`config.mk`:
```
export PLATFORM = sky130hd
export DESIGN_NAME = conv3x3_pipe
export DESIGN_NICKNAME = d
export VERILOG_FILES = /design/src/rtl/conv3x3_pipe.sv
export SDC_FILE = /design/constraint.sdc
export NUM_CORES = 1
export LEC_CHECK = 0
export BUFFER_PORTS_ARGS = -buffer_cell sky130_fd_sc_hd__buf_4
export CORE_MARGIN = 2
export CORE_UTILIZATION = 52
export DETAILED_ROUTE_END_ITERATION = 12
export GPL_ROUTABILITY_DRIVEN = 1
export GPL_TIMING_DRIVEN = 0
export PLACE_DENSITY = 0.73
export SYNTH_ARGS = -nofsm -noshare
export SYNTH_HDL_FRONTEND = slang
export SYNTH_SLANG_ARGS = --single-unit
```
`constraint.sdc`:
```
create_clock -name clk_in -period 4.8 [get_ports clk_in]
set_input_delay 0.24 -clock clk_in [delete_from_list [all_inputs] [get_ports clk_in]]
set_output_delay 0.24 -clock clk_in [all_outputs]
set_load 0.01 [all_outputs]
```
`src/rtl/conv3x3_pipe.sv`:
```
`default_nettype none
// ============================================================================
// Module   : conv3x3_pipe
// Purpose  : 3x3 RGB convolution over a streamed column window, latency 3.
//            Optional macro CONV_ABS_EN: sobel kernels output |acc|.
// Revision : 1.0 - initial release
// ============================================================================
module conv3x3_pipe #(
    parameter int         R_W         = 5,
    parameter int         G_W         = 6,
    parameter int         B_W         = 5,
    parameter int         H_W         = 11,
    parameter int         V_W         = 10,
    parameter logic [2:0] KERNEL_INIT = 3'd0,
    localparam int        PIX_W       = R_W + G_W + B_W
) (
    input  logic                  clk_in,
    input  logic                  rst_in,
    input  logic [2:0][PIX_W-1:0] data_in,
    input  logic [H_W-1:0]        hcount_in,
    input  logic [V_W-1:0]        vcount_in,
    input  logic                  data_valid_in,
    input  logic [2:0]            kernel_sel_in,
    output logic [PIX_W-1:0]      line_out,
    output logic                  data_valid_out,
    output logic [H_W-1:0]        hcount_out,
    output logic [V_W-1:0]        vcount_out
);

    logic [2:0][PIX_W-1:0] r_win_l;
    logic [2:0][PIX_W-1:0] r_win_c;
    logic [2:0][PIX_W-1:0] r_win_r;
    logic                  r_vld1;
    logic                  r_vld2;
    logic [H_W-1:0]        r_hc1;
    logic [H_W-1:0]        r_hc2;
    logic [V_W-1:0]        r_vc1;
    logic [V_W-1:0]        r_vc2;
    logic [2:0]            r_kern;
    logic [2:0]            r_kern2;
    wire  [PIX_W-1:0]      w_pix;

    // Stage 1: column window; a line start replicates the edge column.
    always_ff @(posedge clk_in) begin
        if (rst_in) begin
            r_win_l <= '0;
            r_win_c <= '0;
            r_win_r <= '0;
            r_vld1  <= 1'b0;
            r_hc1   <= '0;
            r_vc1   <= '0;
            r_kern  <= KERNEL_INIT;
        end else begin
            r_vld1 <= data_valid_in;
            if (data_valid_in) begin
                r_hc1   <= hcount_in;
                r_vc1   <= vcount_in;
                r_win_r <= data_in;
                if (hcount_in == '0) begin
                    r_win_l <= data_in;
                    r_win_c <= data_in;
                end else begin
                    r_win_l <= r_win_c;
                    r_win_c <= r_win_r;
                end
                if (hcount_in == '0 && vcount_in == '0) begin
                    r_kern <= kernel_sel_in;
                end
            end
        end
    end

    always_ff @(posedge clk_in) begin
        if (rst_in) begin
            r_vld2  <= 1'b0;
            r_hc2   <= '0;
            r_vc2   <= '0;
            r_kern2 <= '0;
        end else begin
            r_vld2 <= r_vld1;
            if (r_vld1) begin
                r_hc2   <= r_hc1;
                r_vc2   <= r_vc1;
                r_kern2 <= r_kern;
            end
        end
    end

    for (genvar gc = 0; gc < 3; gc++) begin : g_chan
        localparam int c_w   = (gc == 0) ? R_W : (gc == 1) ? G_W : B_W;
        localparam int c_lsb = (gc == 0) ? G_W + B_W : (gc == 1) ? B_W : 0;
        localparam int c_aw  = c_w + 6;

        // w_p[col][row]: col 0=left, 2=right; row 0=top, 2=bottom
        logic signed [c_aw-1:0] w_p [3][3];
        logic signed [c_aw-1:0] w_sum;
        logic signed [c_aw-1:0] r_acc;
        logic signed [c_aw-1:0] w_mag;
        logic signed [c_aw-1:0] w_shf;
        logic        [c_w-1:0]  w_res;

        always_comb begin
            for (int r = 0; r < 3; r++) begin
                w_p[0][r] = $signed({6'd0, r_win_l[r][c_lsb +: c_w]});
                w_p[1][r] = $signed({6'd0, r_win_c[r][c_lsb +: c_w]});
                w_p[2][r] = $signed({6'd0, r_win_r[r][c_lsb +: c_w]});
            end
        end

        always_comb begin
            w_sum = '0;
            case (r_kern)
                3'd1: w_sum = w_p[0][0] + (w_p[1][0] <<< 1) + w_p[2][0]
                            + (w_p[0][1] <<< 1) + (w_p[1][1] <<< 2) + (w_p[2][1] <<< 1)
                            + w_p[0][2] + (w_p[1][2] <<< 1) + w_p[2][2];
                3'd2: w_sum = (w_p[1][1] <<< 2) + w_p[1][1]
                            - w_p[1][0] - w_p[1][2] - w_p[0][1] - w_p[2][1];
                3'd3: w_sum = (w_p[1][1] <<< 3)
                            - w_p[0][0] - w_p[1][0] - w_p[2][0] - w_p[0][1]
                            - w_p[2][1] - w_p[0][2] - w_p[1][2] - w_p[2][2];
                3'd4: w_sum = (w_p[2][0] + (w_p[2][1] <<< 1) + w_p[2][2])
                            - (w_p[0][0] + (w_p[0][1] <<< 1) + w_p[0][2]);
                3'd5: w_sum = (w_p[0][2] + (w_p[1][2] <<< 1) + w_p[2][2])
                            - (w_p[0][0] + (w_p[1][0] <<< 1) + w_p[2][0]);
                default: w_sum = w_p[1][1];
            endcase
        end

        always_ff @(posedge clk_in) begin
            if (rst_in) begin
                r_acc <= '0;
            end else if (r_vld1) begin
                r_acc <= w_sum;
            end
        end

        always_comb begin
            w_mag = r_acc;
`ifdef CONV_ABS_EN
            if ((r_kern2 == 3'd4 || r_kern2 == 3'd5) && r_acc[c_aw-1]) begin
                w_mag = -r_acc;
            end
`endif
            case (r_kern2)
                3'd1:       w_shf = w_mag >>> 4;
                3'd4, 3'd5: w_shf = w_mag >>> 2;
                default:    w_shf = w_mag;
            endcase
            if (w_shf[c_aw-1]) begin
                w_res = '0;
            end else if (|w_shf[c_aw-2:c_w]) begin
                w_res = '1;
            end else begin
                w_res = w_shf[c_w-1:0];
            end
        end

        assign w_pix[c_lsb +: c_w] = w_res;
    end

    always_ff @(posedge clk_in) begin
        if (rst_in) begin
            line_out       <= '0;
            data_valid_out <= 1'b0;
            hcount_out     <= '0;
            vcount_out     <= '0;
        end else begin
            data_valid_out <= r_vld2;
            if (r_vld2) begin
                line_out   <= w_pix;
                hcount_out <= r_hc2;
                vcount_out <= r_vc2;
            end
        end
    end

endmodule
`default_nettype wire

```
==> results.cfg, run 1 <==
[outcome]
status = complete, but fails checks
violations = negative setup slack

[power]
p_seq_share_pct = 17.3
power_frac_clock_pct = 16.5
power_density_mw_per_mm2 = 465
switching_share_pct = 47.3
p_switching_w = 0.00686
ir_drop_mv = 0.355
leakagePower_nw = 13.7
combPwrFrac_pct = 66.2
internal_power_w = 0.00762

[drt]
routedWlPerCell_um = 24.2
drc = 0
drt_iter0_markers = 2015
dr.pass1.iters = 7
vias = 23000
detail-route-antenna-nets = 0
vias_per_cell = 5.89
wirelength_mm = 94.8

[final_layout]
drive_gt1_share_pct = 12.9
final_core_util_pct = 62.0
fin_nets = 3849
final_cells = 3910
syn_to_final_growth_pct = 17.5

[critical_path]
critical_path.top_delay_family = adder cells
start_kind = flop
crit_buf_inv = 4
crit_type = flop to flop
crit_fanout = 3
cp_slowest_stage_delay_ns = 0.57
critPathRequiredTime_ns = 5.29
cp-end-kind = flop
cp_data_arrival_time_ns = 5.48
worst_path_most_repeated_cell = inv_2
path_cells = fa_1, ha_4, inv_2, fa_2, inv_2, a21oi_2, o21bai_1, xor2_1, ha_1, inv_2, fa_1, fa_1, inv_2, ha_4, ha_4, a21o_1, a21oi_2, xor2_1, o21ai_1, a221oi_2, a31oi_1
worst_path_max_delay_cell = fa_1

[synth]
synth_fp_nets = 3593
yosysTopAreaCell = fa_1
synth-seq-cells = 266
synth_warnings = 0
yosysTopAreaCellShare_pct = 24.9
yosys-top-cells-area = fa_1 (25%), dfxtp_1 (20%), ha_1 (11%)
syn_area_mm2 = 0.0265
synth_edf_count = 0
netlist_instances = 2961
synth.avg_cell_area_um2 = 8.94
async_flop_share_pct = 0
yosysUniqueCellTypes = 77
synth.cells.most_frequent = inv_1 (523), fa_1 (330), nor2_1 (307), dfxtp_1 (266), ha_1 (227)
synth.most_common_cell = inv_1
yosysSeqAreaShare_pct = 20.1
synthFlopType = dfxtp_1

[grt]
grt_remaining_overflow = 0
grt_max_degree = 17
grt_pass1_vias = 23800
grt_pass1_wl_mm = 143
antenna_found_initial = 0
grt_usage_pct = 36.0

[floorplanning]
coreArea_mm2 = 0.0502
die_h_um = 230
design.die.area_mm2 = 0.0528
rows = 82
io_pins = 113
die_x_um = 230
initial_core_util_pct = 52.8

[clock_tree]
cts_tree = done
clkLatencyLatePin_ns = 0.64
clk_pin_slew_ns = 0.06
cts_max_level = 1
numClockSinks = 266
root_buffer = clkbuf_16
clockBufferDepth = 3
numCtsBuffers = 31

[timing]
holdWs_ns = 0.384
finClkSkew_ns = 0.0366
min_period_ns = 4.99
final.period_utilization_pct = 104
drv_slew = 0
finalSetupViolCount = 12
fmax_mhz = 200
hold_violations = 0
tightest_slew_ns = 1.20
fin_ws_ns = -0.188
tns_ns = -1.21
slew_headroom_pct = 20.0
rsz0062_at_grt = true

[hold_path]
hold_class = input port to flop

[place]
gp_congestion = 1.02
port_buffers = 111
post-place-cells = 3744
hpwl_mm = 75.3

[run]
drv_cap = 0
power groups by stage:
stage          Combinational [W]  Sequential (W)  Clock [W]
5_1_grt                   0.0105         0.00252    0.00247
3_5_place_dp             0.00832         0.00255          0
6_report                 0.00959         0.00251    0.00238
3_3_place_gp             0.00815         0.00255          0
2_1_floorplan            0.00593         0.00246          0
4_1_cts                  0.00890         0.00250    0.00237
sequential cells by signal, summed over array words and instances, names as in the netlist, 3 cells and up:
name	cells
g_chan.w_p	144
g_chan.r_acc	34
line_out	16
hcount_out	11
r_hc1	11
r_hc2	11
r_vc1	10
r_vc2	10
vcount_out	10
r_kern2	3
r_kern	3
through the flow:
step	cell area, um2	setup WS [ns]	total power, W
6_report	31100	-0.188	0.0145
5_1_grt	31100	-0.443	0.0155
4_1_cts	30600	-0.196	0.0138
3_5_place_dp	28200	-0.683	0.0109
3_3_place_gp	28200	-0.661	0.0107
2_1_floorplan	26500	0.0171	0.00840
cells by family (layout without fill, tap and decap cells):
group | Yosys count | count (layout) | synth area share, %
other | 0 | 1 | 0
buffers and inverters | 637 | 913 | 9.16
adder cells (fa/ha/maj) | 557 | 557 | 35.7
flip-flops | 266 | 266 | 20.1
AND/OR/NAND/NOR | 592 | 592 | 10.4
XOR/XNOR | 113 | 113 | 3.74
multiplexers | 123 | 123 | 4.66
AO/OA/AOI/OAI | 673 | 673 | 16.3
cells in the final DEF, fill, tap and decap left out, types with 17 or more instances in the layout:
cell,instances
inv_2,18
clkbuf_16,31
nand2_1,83
a21o_1,41
a21oi_1,180
nand2b_1,32
fa_1,320
xnor2_1,59
nor2b_1,27
nor2_1,300
buf_2,21
dfxtp_2,29
a22oi_1,22
buf_4,148
ha_1,207
a21oi_2,17
dlygate4sd3_1,72
o21ai_0,114
and2_1,49
o21bai_1,19
a211oi_1,121
dfxtp_1,224
xor2_1,38
mux2i_1,120
clkbuf_1,86
inv_1,505
o21a_1,17
nor3_1,26
worst register-to-register path, delay by kind of cell (launching register included):
kind | cells | cell delay, ns
buffers and inverters | 4 | 0.22
xor gates and xnor gates | 2 | 0.44
DFF | 1 | 0.35
AOI/OAI and AO/OA | 7 | 1.08
adders and majority gates | 8 | 2.78
layout make-up:
cell class	count	area, um2
Antenna cell	1	2.50
Buffer	112	454
Clock buffer	43	871
Clock inverter	10	113
Fill cell	4249	19100
Inverter	525	1970
Multi-Input combinational cell	2058	19600
Sequential cell	266	5410
Tap cell	672	841
Timing Repair Buffer	223	1870
per-layer routing:
metal  up-vias  part of all wire (%)  global-route usage (%)
li1      10300                     -                       -
met1     11400                    39                    46.2
met2      1137                    45                    58.0
met3       274                   9.1                    6.58
met4         0                   6.4                    19.0
met5         -                     0                       0
path summary, 6_finish.rpt:
path	from	to	slack (ns)	cells past startpoint
max	g_chan[0].w_p[23]	g_chan[0].r_acc[7]	-0.19	21
min	data_in[6]	g_chan[1].w_p[25]	0.38	4
max reg2reg	g_chan[0].w_p[23]	g_chan[0].r_acc[7]	-0.19	21
min reg2reg	g_chan[2].r_acc[0]	g_chan[2].r_acc[0]	0.48	2
timing repair:
item | CTS | global route
endpoints found under the setup margin | 29 | 26
endpoints found under the hold margin | 72 | 0
hold buffers | 72 | 0
cloned | 0 | 0
buffers inserted | 24 | 16
pin swaps | 77 | 72
gates resized for setup | 121 | 110
Power figures use the tool's default switching activity.
==> inputs of run 2 (changes only) <==
- CORE_UTILIZATION: 52 -> 45
- CTS_BUF_LIST: not set -> sky130_fd_sc_hd__clkbuf_8
- PLACE_DENSITY: 0.73 -> 0.65
==> run 2 against run 1 <==
Against the previous run:
- the flow still finishes with violations (negative setup slack)
- core utilization down 7.8 points
- clock skew up 0.010 ns
- first-iteration DRC count shrank 3.6%
- setup slack worse by 0.028 ns
- combinational power up 1%
- global-route usage fell by 3.6 points
- via count shrank 0.26%
- cell count increased by 3.1%
- sequential share of layout area shrank 0.17 points
- sequential power hardly changed
- count of clock-buffer cells in the layout increased by 19
- critical endpoint unchanged
- largest power group unchanged
==> results.cfg, run 2 (synthesis gave the netlist of run 1 again) <==
[clock_tree]
numClockSinks = 266
numCtsBuffers = 48
clk_pin_slew_ns = 0.07
cts_max_level = 2
cts_tree = done
clkLatencyLatePin_ns = 0.69
clockBufferDepth = 3
root_buffer = clkbuf_8

[critical_path]
path_cells = fa_1, ha_2, inv_2, fa_2, inv_2, a21oi_2, o21bai_2, xor2_2, ha_4, inv_2, fa_1, fa_1, inv_2, ha_4, ha_4, a21o_1, a21oi_2, xor2_1, o21ai_2, a221oi_2, a31oi_1
cp_data_arrival_time_ns = 5.58
worst_path_max_delay_cell = fa_1
crit_fanout = 3
cp-end-kind = flop
crit_type = flop to flop
crit_buf_inv = 4
critical_path.top_delay_family = adder cells
start_kind = flop
worst_path_most_repeated_cell = inv_2
cp_slowest_stage_delay_ns = 0.53
critPathRequiredTime_ns = 5.37

[drt]
drc = 0
vias = 23000
wirelength_mm = 96.8
detail-route-antenna-nets = 0
drt_iter0_markers = 1942
routedWlPerCell_um = 24.0
dr.pass1.iters = 6
vias_per_cell = 5.70

[final_layout]
final_core_util_pct = 54.2
final_cells = 4032
largest_reg_flops = 144
drive_gt1_share_pct = 13.5
syn_to_final_growth_pct = 18.5
final_common_cell = inv_1
layout_common_cells = inv_1 (513), fa_1 (319), nor2_1 (303)
finish.instance_area_mm2 = 0.0314
fin_nets = 3861

[power]
leakagePower_nw = 13.8
ir_drop_mv = 0.429
p_total_w = 0.0148
power_density_mw_per_mm2 = 473

[floorplanning]
die_x_um = 247
rows = 88
die_h_um = 247
design.die.area_mm2 = 0.0608
initial_core_util_pct = 45.7
io_pins = 113
coreArea_mm2 = 0.0579

[outcome]
violations = negative setup slack
status = complete, but fails checks

[grt]
grt_pass1_vias = 24100
grt_remaining_overflow = 0
grt_pass1_wl_mm = 146
antenna_found_initial = 2
grt_usage_pct = 32.4
grt_max_degree = 17

[timing]
tightest_slew_ns = 1.26
min_period_ns = 5.02
slew_headroom_pct = 16.3
final.period_utilization_pct = 104
fin_ws_ns = -0.216
fmax_mhz = 199
hold_violations = 0
finalSetupViolCount = 11
finClkSkew_ns = 0.0470
tns_ns = -1.23
rsz0062_at_grt = true
drv_slew = 0

[place]
post_dp_cell_area_mm2 = 0.0283
port_buffers = 111
hpwl_mm = 77.8
gp_congestion = 1.00
post-place-cells = 3837

[run]
drv_cap = 0

[hold_path]
hold_class = input port to flop
-- run 2: final cells by class --
| type | count | area, um2 |
|---|---|---|
| diodes | 1 | 2.50 |
| repair buffers | 218 | 1820 |
| flip-flops and latches | 266 | 5400 |
| multi-input cells | 2058 | 19600 |
| plain buffers | 112 | 454 |
| clock inverters | 25 | 305 |
| fillers | 5363 | 26500 |
| clock buffers | 62 | 853 |
| inverters | 525 | 1980 |
| well taps | 765 | 957 |
-- run 2: tightest hold or removal path, delay by kind of cell --
family	cells	cell delay, ns
simple gates	2	0.18
compound gates	1	0.28
buf+inv	1	0.20
-- run 2: power by group --
part	switching, W	internal, W	total [W]
registers	0.000199	0.00231	0.00251
logic	0.00567	0.00403	0.00970
clock network	0.00113	0.00151	0.00263
-- run 2: through the flow --
stage	hold WS [ns]	worst slack (ns)
floorplan	0.387	0.0171
global placement	0.453	-0.828
detailed placement	0.458	-0.872
CTS	0.192	-0.223
global route	0.305	-0.477
finish	0.274	-0.216
-- run 2: path summary, 6_finish.rpt --
path | start | endpoint | slack (ns) | cells past startpoint
worst max-delay path | g_chan[0].w_p[23] | g_chan[0].r_acc[7] | -0.22 | 21
worst min-delay path | rst_in | g_chan[1].r_acc[9] | 0.27 | 4
worst max register to register | g_chan[0].w_p[23] | g_chan[0].r_acc[7] | -0.22 | 21
worst min register to register | line_out[1] | line_out[1] | 0.47 | 2
-- run 2: per-layer routing --
metal	part of all wire, %	vias up	GRT usage, %
met5	0.011	-	0
met4	6.8	2	18.7
met3	7.6	280	5.34
met2	45	993	51.3
met1	41	11400	41.8
li1	-	10300	-
-- run 2: what timing repair did --
action	in CTS	in global routing
resized for setup	131	89
setup buffers	28	10
hold buffers	72	0
pin swaps	85	70
setup endpoints to repair	29	25
hold endpoints to repair	73	0
